<file path="src/rtl/mc_control.sv">
// mc_control: multicycle control unit for the MIPS datapath.
// Sequences each instruction through fetch/decode/execute/memory/writeback,
// drives datapath enables and mux selects, and decodes opcode/funct.
// Ports:
//   clk, rst_n          clock, asynchronous active-low reset
//   opcode, funct       IR[31:26], IR[5:0]
//   zero                ALU zero flag (combinational)
//   mem_ready           memory completes the current access this cycle
//   ir_we, pc_we        IR / PC load enables
//   mem_re, mem_we      memory read / write requests
//   iord                memory address select (0 PC, 1 ALUOut)
//   reg_we, reg_dst     register write enable, destination select (0 rt, 1 rd)
//   mem_to_reg          writeback data select (0 ALUOut, 1 MDR)
//   alu_src_a/_b        ALU operand selects
//   pc_src              PC source select (00 ALU, 01 ALUOut, 10 jump)
//   alu_ctrl            ALU operation
//   state               current state (debug)
//   illegal             one-cycle pulse after an unsupported instruction
module mc_control (
    input  logic       clk,
    input  logic       rst_n,
    input  logic [5:0] opcode,
    input  logic [5:0] funct,
    input  logic       zero,
    input  logic       mem_ready,
    output logic       ir_we,
    output logic       pc_we,
    output logic       mem_re,
    output logic       mem_we,
    output logic       iord,
    output logic       reg_we,
    output logic       reg_dst,
    output logic       mem_to_reg,
    output logic       alu_src_a,
    output logic [1:0] alu_src_b,
    output logic [1:0] pc_src,
    output logic [2:0] alu_ctrl,
    output logic [3:0] state,
    output logic       illegal
);

    typedef enum logic [3:0] {
        FETCH  = 4'd0,
        DECODE = 4'd1,
        MEMADR = 4'd2,
        MEMRD  = 4'd3,
        MEMWB  = 4'd4,
        MEMWR  = 4'd5,
        EXEC   = 4'd6,
        ALUWB  = 4'd7,
        BRANCH = 4'd8,
        ADDIEX = 4'd9,
        ADDIWB = 4'd10,
        JUMP   = 4'd11
    } state_t;

    localparam logic [2:0] ALU_ADD = 3'b010;
    localparam logic [2:0] ALU_SUB = 3'b110;
    localparam logic [2:0] ALU_AND = 3'b000;
    localparam logic [2:0] ALU_OR  = 3'b001;
    localparam logic [2:0] ALU_SLT = 3'b111;

    localparam logic [5:0] OP_RTYPE = 6'h00;
    localparam logic [5:0] OP_LW    = 6'h23;
    localparam logic [5:0] OP_SW    = 6'h2B;
    localparam logic [5:0] OP_BEQ   = 6'h04;
    localparam logic [5:0] OP_ADDI  = 6'h08;
    localparam logic [5:0] OP_J     = 6'h02;

    state_t     r_state;
    logic       r_illegal;
    state_t     w_next;
    logic       w_illegal_next;
    logic       w_funct_ok;
    logic [2:0] w_funct_alu;

    // R-type funct decode; unsupported functs fall back to add.
    always_comb begin
        w_funct_ok  = 1'b1;
        w_funct_alu = ALU_ADD;
        case (funct)
            6'h20:   w_funct_alu = ALU_ADD;
            6'h22:   w_funct_alu = ALU_SUB;
            6'h24:   w_funct_alu = ALU_AND;
            6'h25:   w_funct_alu = ALU_OR;
            6'h2A:   w_funct_alu = ALU_SLT;
            default: w_funct_ok  = 1'b0;
        endcase
    end

    always_comb begin
        w_next         = FETCH;
        w_illegal_next = 1'b0;
        case (r_state)
            FETCH:  w_next = mem_ready ? DECODE : FETCH;
            DECODE: begin
                case (opcode)
                    OP_RTYPE:      w_next = EXEC;
                    OP_LW, OP_SW:  w_next = MEMADR;
                    OP_BEQ:        w_next = BRANCH;
                    OP_ADDI:       w_next = ADDIEX;
                    OP_J:          w_next = JUMP;
                    default: begin
                        w_next         = FETCH;
                        w_illegal_next = 1'b1;
                    end
                endcase
            end
            MEMADR: w_next = (opcode == OP_LW) ? MEMRD : MEMWR;
            MEMRD:  w_next = mem_ready ? MEMWB : MEMRD;
            MEMWB:  w_next = FETCH;
            MEMWR:  w_next = mem_ready ? FETCH : MEMWR;
            EXEC: begin
                if (w_funct_ok) begin
                    w_next = ALUWB;
                end else begin
                    w_next         = FETCH;
                    w_illegal_next = 1'b1;
                end
            end
            ALUWB:  w_next = FETCH;
            BRANCH: w_next = FETCH;
            ADDIEX: w_next = ADDIWB;
            ADDIWB: w_next = FETCH;
            JUMP:   w_next = FETCH;
            default: w_next = FETCH;
        endcase
    end

    always_ff @(posedge clk or negedge rst_n) begin
        if (!rst_n) begin
            r_state   <= FETCH;
            r_illegal <= 1'b0;
        end else begin
            r_state   <= w_next;
            r_illegal <= w_illegal_next;
        end
    end

    // Every output is gated by rst_n so a mid-instruction reset drops
    // enables in the same cycle, before the state register settles.
    always_comb begin
        ir_we      = 1'b0;
        pc_we      = 1'b0;
        mem_re     = 1'b0;
        mem_we     = 1'b0;
        iord       = 1'b0;
        reg_we     = 1'b0;
        reg_dst    = 1'b0;
        mem_to_reg = 1'b0;
        alu_src_a  = 1'b0;
        alu_src_b  = 2'b00;
        pc_src     = 2'b00;
        alu_ctrl   = 3'b000;
        if (rst_n) begin
            case (r_state)
                FETCH: begin
                    mem_re    = 1'b1;
                    alu_src_b = 2'b01;
                    alu_ctrl  = ALU_ADD;
                    ir_we     = mem_ready;
                    pc_we     = mem_ready;
                end
                DECODE: begin
                    alu_src_b = 2'b11;
                    alu_ctrl  = ALU_ADD;
                end
                MEMADR, ADDIEX: begin
                    alu_src_a = 1'b1;
                    alu_src_b = 2'b10;
                    alu_ctrl  = ALU_ADD;
                end
                MEMRD: begin
                    mem_re = 1'b1;
                    iord   = 1'b1;
                end
                MEMWB: begin
                    reg_we     = 1'b1;
                    mem_to_reg = 1'b1;
                end
                MEMWR: begin
                    mem_we = 1'b1;
                    iord   = 1'b1;
                end
                EXEC: begin
                    alu_src_a = 1'b1;
                    alu_ctrl  = w_funct_alu;
                end
                ALUWB: begin
                    reg_we  = 1'b1;
                    reg_dst = 1'b1;
                end
                BRANCH: begin
                    alu_src_a = 1'b1;
                    alu_ctrl  = ALU_SUB;
                    pc_src    = 2'b01;
                    pc_we     = zero;
                end
                ADDIWB: reg_we = 1'b1;
                JUMP: begin
                    pc_src = 2'b10;
                    pc_we  = 1'b1;
                end
                default: ;
            endcase
        end
    end

    assign state   = r_state;
    assign illegal = r_illegal;

endmodule

</file>
<file path="config.mk">
export PLATFORM = sky130hd
export DESIGN_NAME = mc_control
export DESIGN_NICKNAME = d
export VERILOG_FILES = /design/src/rtl/mc_control.sv
export SDC_FILE = /design/constraint.sdc
export NUM_CORES = 1
export LEC_CHECK = 0
export CORE_MARGIN = 2
export CORE_UTILIZATION = 35
export CTS_CLUSTER_SIZE = 40
export DETAILED_ROUTE_END_ITERATION = 10
export PLACE_DENSITY = 0.71
export SETUP_SLACK_MARGIN = 0.02
export SYNTH_ARGS = -nofsm -noshare
export SYNTH_HDL_FRONTEND = slang
export SYNTH_SLANG_ARGS = --single-unit
export TNS_END_PERCENT = 30
</file>
<file path="constraint.sdc">
create_clock -name clk -period 1.46 [get_ports clk]
set_input_delay 0.219 -clock clk [delete_from_list [all_inputs] [get_ports clk]]
set_output_delay 0.219 -clock clk [all_outputs]
set_load 0.01 [all_outputs]
</file>
# [After elaboration in Yosys (flattened, before gate mapping)]
# Index checks and enable logic that the tools add are counted.
[word_totals] regBits=5 output_inout_bits=21 in_bits=16
[classes] n_eq_ne=21 mux=36 reduce_logical=11
[ops] op="equality test 6 bit, second input constant" n=7
[ops] op="one-hot mux 4 bit (7 select lines)" n=1
[ops] op="2-to-1 mux 1 bit" n=21
[ops] op="one-hot mux 4 bit (5 select lines)" n=1
[ops] op="equality test 4 x 3 -> 1 bit, second input constant" n=4
[ops] op="equality test 4 bit, second input constant" n=4
[ops] op="2-to-1 mux 3 bit" n=5
[ops] op="one-hot mux 3 bit (4 select lines)" n=1
[ops] op="one-hot mux 3 bit (3 select lines)" n=1
[ops] op="equality test 4 x 2 -> 1 bit, second input constant" n=2
[ops] op="OR reduction 2 bit" n=4
[ops] op="OR reduction 4 bit" n=2
[ops] op="equality test 6 x 2 -> 1 bit, second input constant" n=1
[ops] op="equality test 6 x 3 -> 1 bit, second input constant" n=1
[ops] op="equality test 6 x 4 -> 1 bit, second input constant" n=1
[ops] op="zero test 6 bit" n=1
[ops] op="one-hot mux 2 bit (3 select lines)" n=1
[ops] op="OR reduction 6 bit" n=1
[ops] op="OR reduction 5 bit" n=1
[ops] op="equality test 4 x 1 -> 1 bit, second input constant" n=1
[ops] op="zero test 4 bit" n=1
[ops] op="2-to-1 mux 2 bit" n=2
[ops] op="one-hot mux 2 bit (2 select lines)" n=1
[ops] op="one-hot mux 1 bit (3 select lines)" n=1
[ops] op="2 further kinds" n=2

# [Longest topological paths before layout]
[logic_depth] ltp_word=5 depth_mapped=6 depth_no_buf=4

# [Worst setup path before layout]
# No wires, ideal clock.
[synth_path] path_kind="flip-flop to output port" start="register r_state[2], in the netlist state[2]" end="output port alu_ctrl[0]" stages_incl_launch_ff=4 arrival_ns=1.267 path_slack_ns=-0.026 cell_sequence="dfrtp_1 -> nor2b_2 -> nand2_1 -> nor4_1"
[synth_between] elab_chain_len=4 word_cells_on_any_way=9
[synth_rtl] item="start, declared" line="70" rtl="state_t r_state;"
[synth_rtl] item="start signal, assigned" line="135" rtl="r_state <= w_next;"
[synth_rtl] item="equality test 4 x 2 -> 1 bit (tied with other cells)" line="156" rtl="case (r_state)"
[synth_rtl] item="OR reduction 4 bit (no line)"
[synth_rtl] item="one-hot mux 3 bit (3 select lines) (*)" line="156"
[synth_rtl] item="2-to-1 mux 3 bit (*)" line="155" rtl="if (rst_n) begin"
[synth_rtl] item="end, declared" line="37" rtl="output logic [2:0] alu_ctrl,"
# Mark *: on every way between the ends. The rest lies on a longest branch, timed or not.

# [Worst setup path after layout]
[layout_path] start="register r_state[3], in the netlist state[3]" end="output port alu_src_b[1]"
[layout_between] elab_chain_len=4 word_cells_on_any_way=7
[layout_rtl] item="equality test 4 x 2 -> 1 bit / equality test 4 bit (equally long branches)" line="156"
[layout_rtl] item="OR reduction 2 bit"
[layout_rtl] item="one-hot mux 2 bit (3 select lines) (*)" line="156"
[layout_rtl] item="2-to-1 mux 2 bit (*)" line="155"
[layout_rtl] item="end, declared" line="35" rtl="output logic [1:0] alu_src_b,"
# Marked as above.

==> results.md <==
- Worst path top cell family by delay: buffers and inverters
- IO Count: 37
- Total Wirelength: 3721 um
- Top post-synthesis cells by count: nor2_1, nand2_1, nand3_1
- First-pass GRT wire length: 5858 um
- # DRC: 0
- Layout Nets: 210
- R2r endpoint: state[2]
- Die X: 50.58 um
- Met1 Routed Length: 1288 um
- Synth top area share: 0.1647
- Final hold vios: 0
- Crit path launch: state[3]
- DP Worst Slack: -0.5525 ns
- Minimum clock period: 1.739 ns
- Post-synth top area cell: dfrtp_1
- WL met2: 1876 um
- CTS Sinks: 5
- First-pass DRT Iterations: 4
- Worst skew pair latency: 0.25 ns
- Row cnt: 16
- Finish-stage setup viols: 20
- Setup_tns: -2.877 ns
- Final period utilization: 1.191
- Crit path cell chain: buf_6 > buf_6 > nor3b_4 > inv_2 > a21oi_2 > buf_2
- Met3 wire length: 308 um
- Max stage delay on crit path: 0.44 ns
- Max Cap Viol: 0
- CTS Root Buffer Type: clkbuf_4
- Core area: 2002 sq um
- Clock transition at path regs: 0.05 ns
- CP Data Required Time: 1.24 ns
- Peak supply drop: 0.0003793 V
- Max Freq: 575.1 MHz
- Critical path's slowest cell: dfrtp_2
- Hold Path Class: primary input to asynchronous set/reset pin
- R2R setup slack: -0.23 ns
- Htree depth: 1
- Post-route setup slack: -0.2788 ns
- Number of synthesized register bits: 5
- Status: finished, violations left
- Critical path depth in cells: 6
- CTS Buffer Depth: 2
- Post-synth EDFFs: 0
- DP HPWL: 2217 um
- Register area share after synthesis: 0.1647
- Area contributors post-synth: dfrtp_1, buf_6, nor2_1
- Syn_area_per_cell: 7.303 sq um
- Synth Warn #: 0
- Highest routed layer: met4
- Share of layout cells above drive strength 1: 0.5855
- Area after DPL: 1374 sq um
- Critical path buffers and inverters: 4
- CTS tree: done
- Pin count of the biggest net entering global routing: 9
- R2R depth: 6
- Ant. Diodes: 0
- Crit start category: flip-flop
- Area growth syn-to-layout: 117.5%
- Worst EP arrival: 1.52 ns
- Final count of pins violating max slew: 0
- Final Wtd Congestion: 0.8125
- Worst slew margin: 0.7917
- Vias per inst: 5.577
- Drt wl/cell: 16.91 um
- Grt total ovfl: 0
- Critical path class: flip-flop to output pin
- Starting Density: 0.3794
- R2r startpoint: state[1]
- PwrDens: 592.2 nW/um^2
- RSZ-0062 raised after global routing: true
- Vias in the first global route: 1252
- Mapped cell area: 759.5 sq um
- Count leader, synth: nor2_1
- Initial DRC Count: 50
- Die Area: 2558 sq um
- Vias post-DR: 1227
- IO Port Bufs: 36
- Die Span Y: 50.58 um
- All-Layer GR Usage: 0.3027
- Final setup skew: 0.006964 ns
- Post-synthesis net count: 120
- Final ANT Viol Nets: 0
- Final Cell Area: 1652 sq um
- Antenna violations before repair: 0
- Num CTS Buffers: 3
- Most used DFF post-synth: dfrtp_1
- Count of cell types in the netlist: 39
- Synth Instances: 104
- CP max FO: 4
- Leakage Power: 0.7667 nW
- Most common cell on crit path: buf_6
- Async SR Flop Fraction: 1.000
- CP endpoint kind: output pin
- Worst-margin pin slew: 0.3112 ns
- Failing checks: setup timing
[layout by cell type (no fill, tap or decap), types with 2 or more instances in the layout]
cell	synthesis	routed
nand2_2	0	2
o21ai_1	0	3
nand3_1	8	5
nand2b_4	0	2
nor3b_1	3	2
xnor2_1	2	2
buf_4	0	40
nor2_2	0	4
o21ai_0	7	3
dfrtp_2	0	4
and3_1	2	2
nand3_2	0	2
a21oi_1	4	2
buf_6	4	16
clkdlybuf4s50_1	0	12
a21o_1	2	2
nor2b_2	2	2
dlygate4sd2_1	0	7
nor2_1	12	7
a21oi_2	0	2
nor3_1	6	3
nor3_2	1	3
or3_1	2	2
nand2_1	9	7
nor2b_1	3	3
clkbuf_4	0	3
nand2b_1	5	3
inv_2	0	2
buf_2	3	16
[power breakdown]
part	internal, mW	leakage [nW]	total, mW	switching [mW]
clock network	0.104	0.0150	0.165	0.0613
registers	0.157	0.0607	0.184	0.0272
logic	0.349	0.691	0.629	0.280
total	0.609	0.767	0.978	0.369
[metrics by stage]
stage | hold slack [ns] | std cells | util | total power, mW
2_1_floorplan | -0.07659 | 104 | - | 0.3799
5_1_grt | 0.2085 | 220 | 0.8250 | 1.026
4_1_cts | 0.1729 | 217 | 0.7944 | 0.9235
3_3_place_gp | 0.6201 | 196 | 0.6863 | 0.6332
3_5_place_dp | 0.6241 | 196 | 0.6863 | 0.6435
6_report | 0.1916 | 220 | 0.8250 | 0.9780
[sequential cells by signal (all words and copies together), names as in the netlist]
| name | count |
|---|---|
| state | 4 |
| illegal | 1 |
[what timing repair did]
item,in CTS,in global routing
resized for setup,114,13
setup endpoints to repair,24,22
pin swaps,18,8
hold buffers,0,0
gates cloned,0,0
setup buffers,18,3
[final cells by class]
cell class / count / area, sq um
Timing Repair Buffer: 93 / 767.0
Clock buffer: 4 / 26.28
Tap cell: 27 / 33.78
Multi-Input combinational cell: 88 / 683.2
Sequential cell: 5 / 130.1
Inverter: 3 / 11.26
Fill cell: 119 / 350.3
[cells by family (layout without fill, tap and decap cells)]
kind of cell | after synthesis | count (layout) | synth area share
buffers and inverters | 11 | 100 | 0.09883
AO/OA/AOI/OAI | 24 | 24 | 0.2373
XOR/XNOR | 3 | 3 | 0.03460
AND/OR/NAND/NOR | 61 | 61 | 0.4646
flip-flops | 5 | 5 | 0.1647
[per-layer routing]
metal | vias to the layer above | global-route usage
li1 | 558 | -
met1 | 551 | 0.3309
met2 | 88 | 0.5789
met3 | 30 | 0.01488
met4 | 0 | 0.1577
met5 | - | 0
[how the worst max path moves through the flow]
| stage | to |
|---|---|
| 6_report | alu_src_b[1] |
| 3_3_place_gp | pc_we |
| 2_1_floorplan | pc_we |
| 3_5_place_dp | pc_we |
| 5_1_grt | alu_src_b[1] |
| 4_1_cts | alu_src_b[1] |
Note: power is estimated with default switching activity, not from simulation.
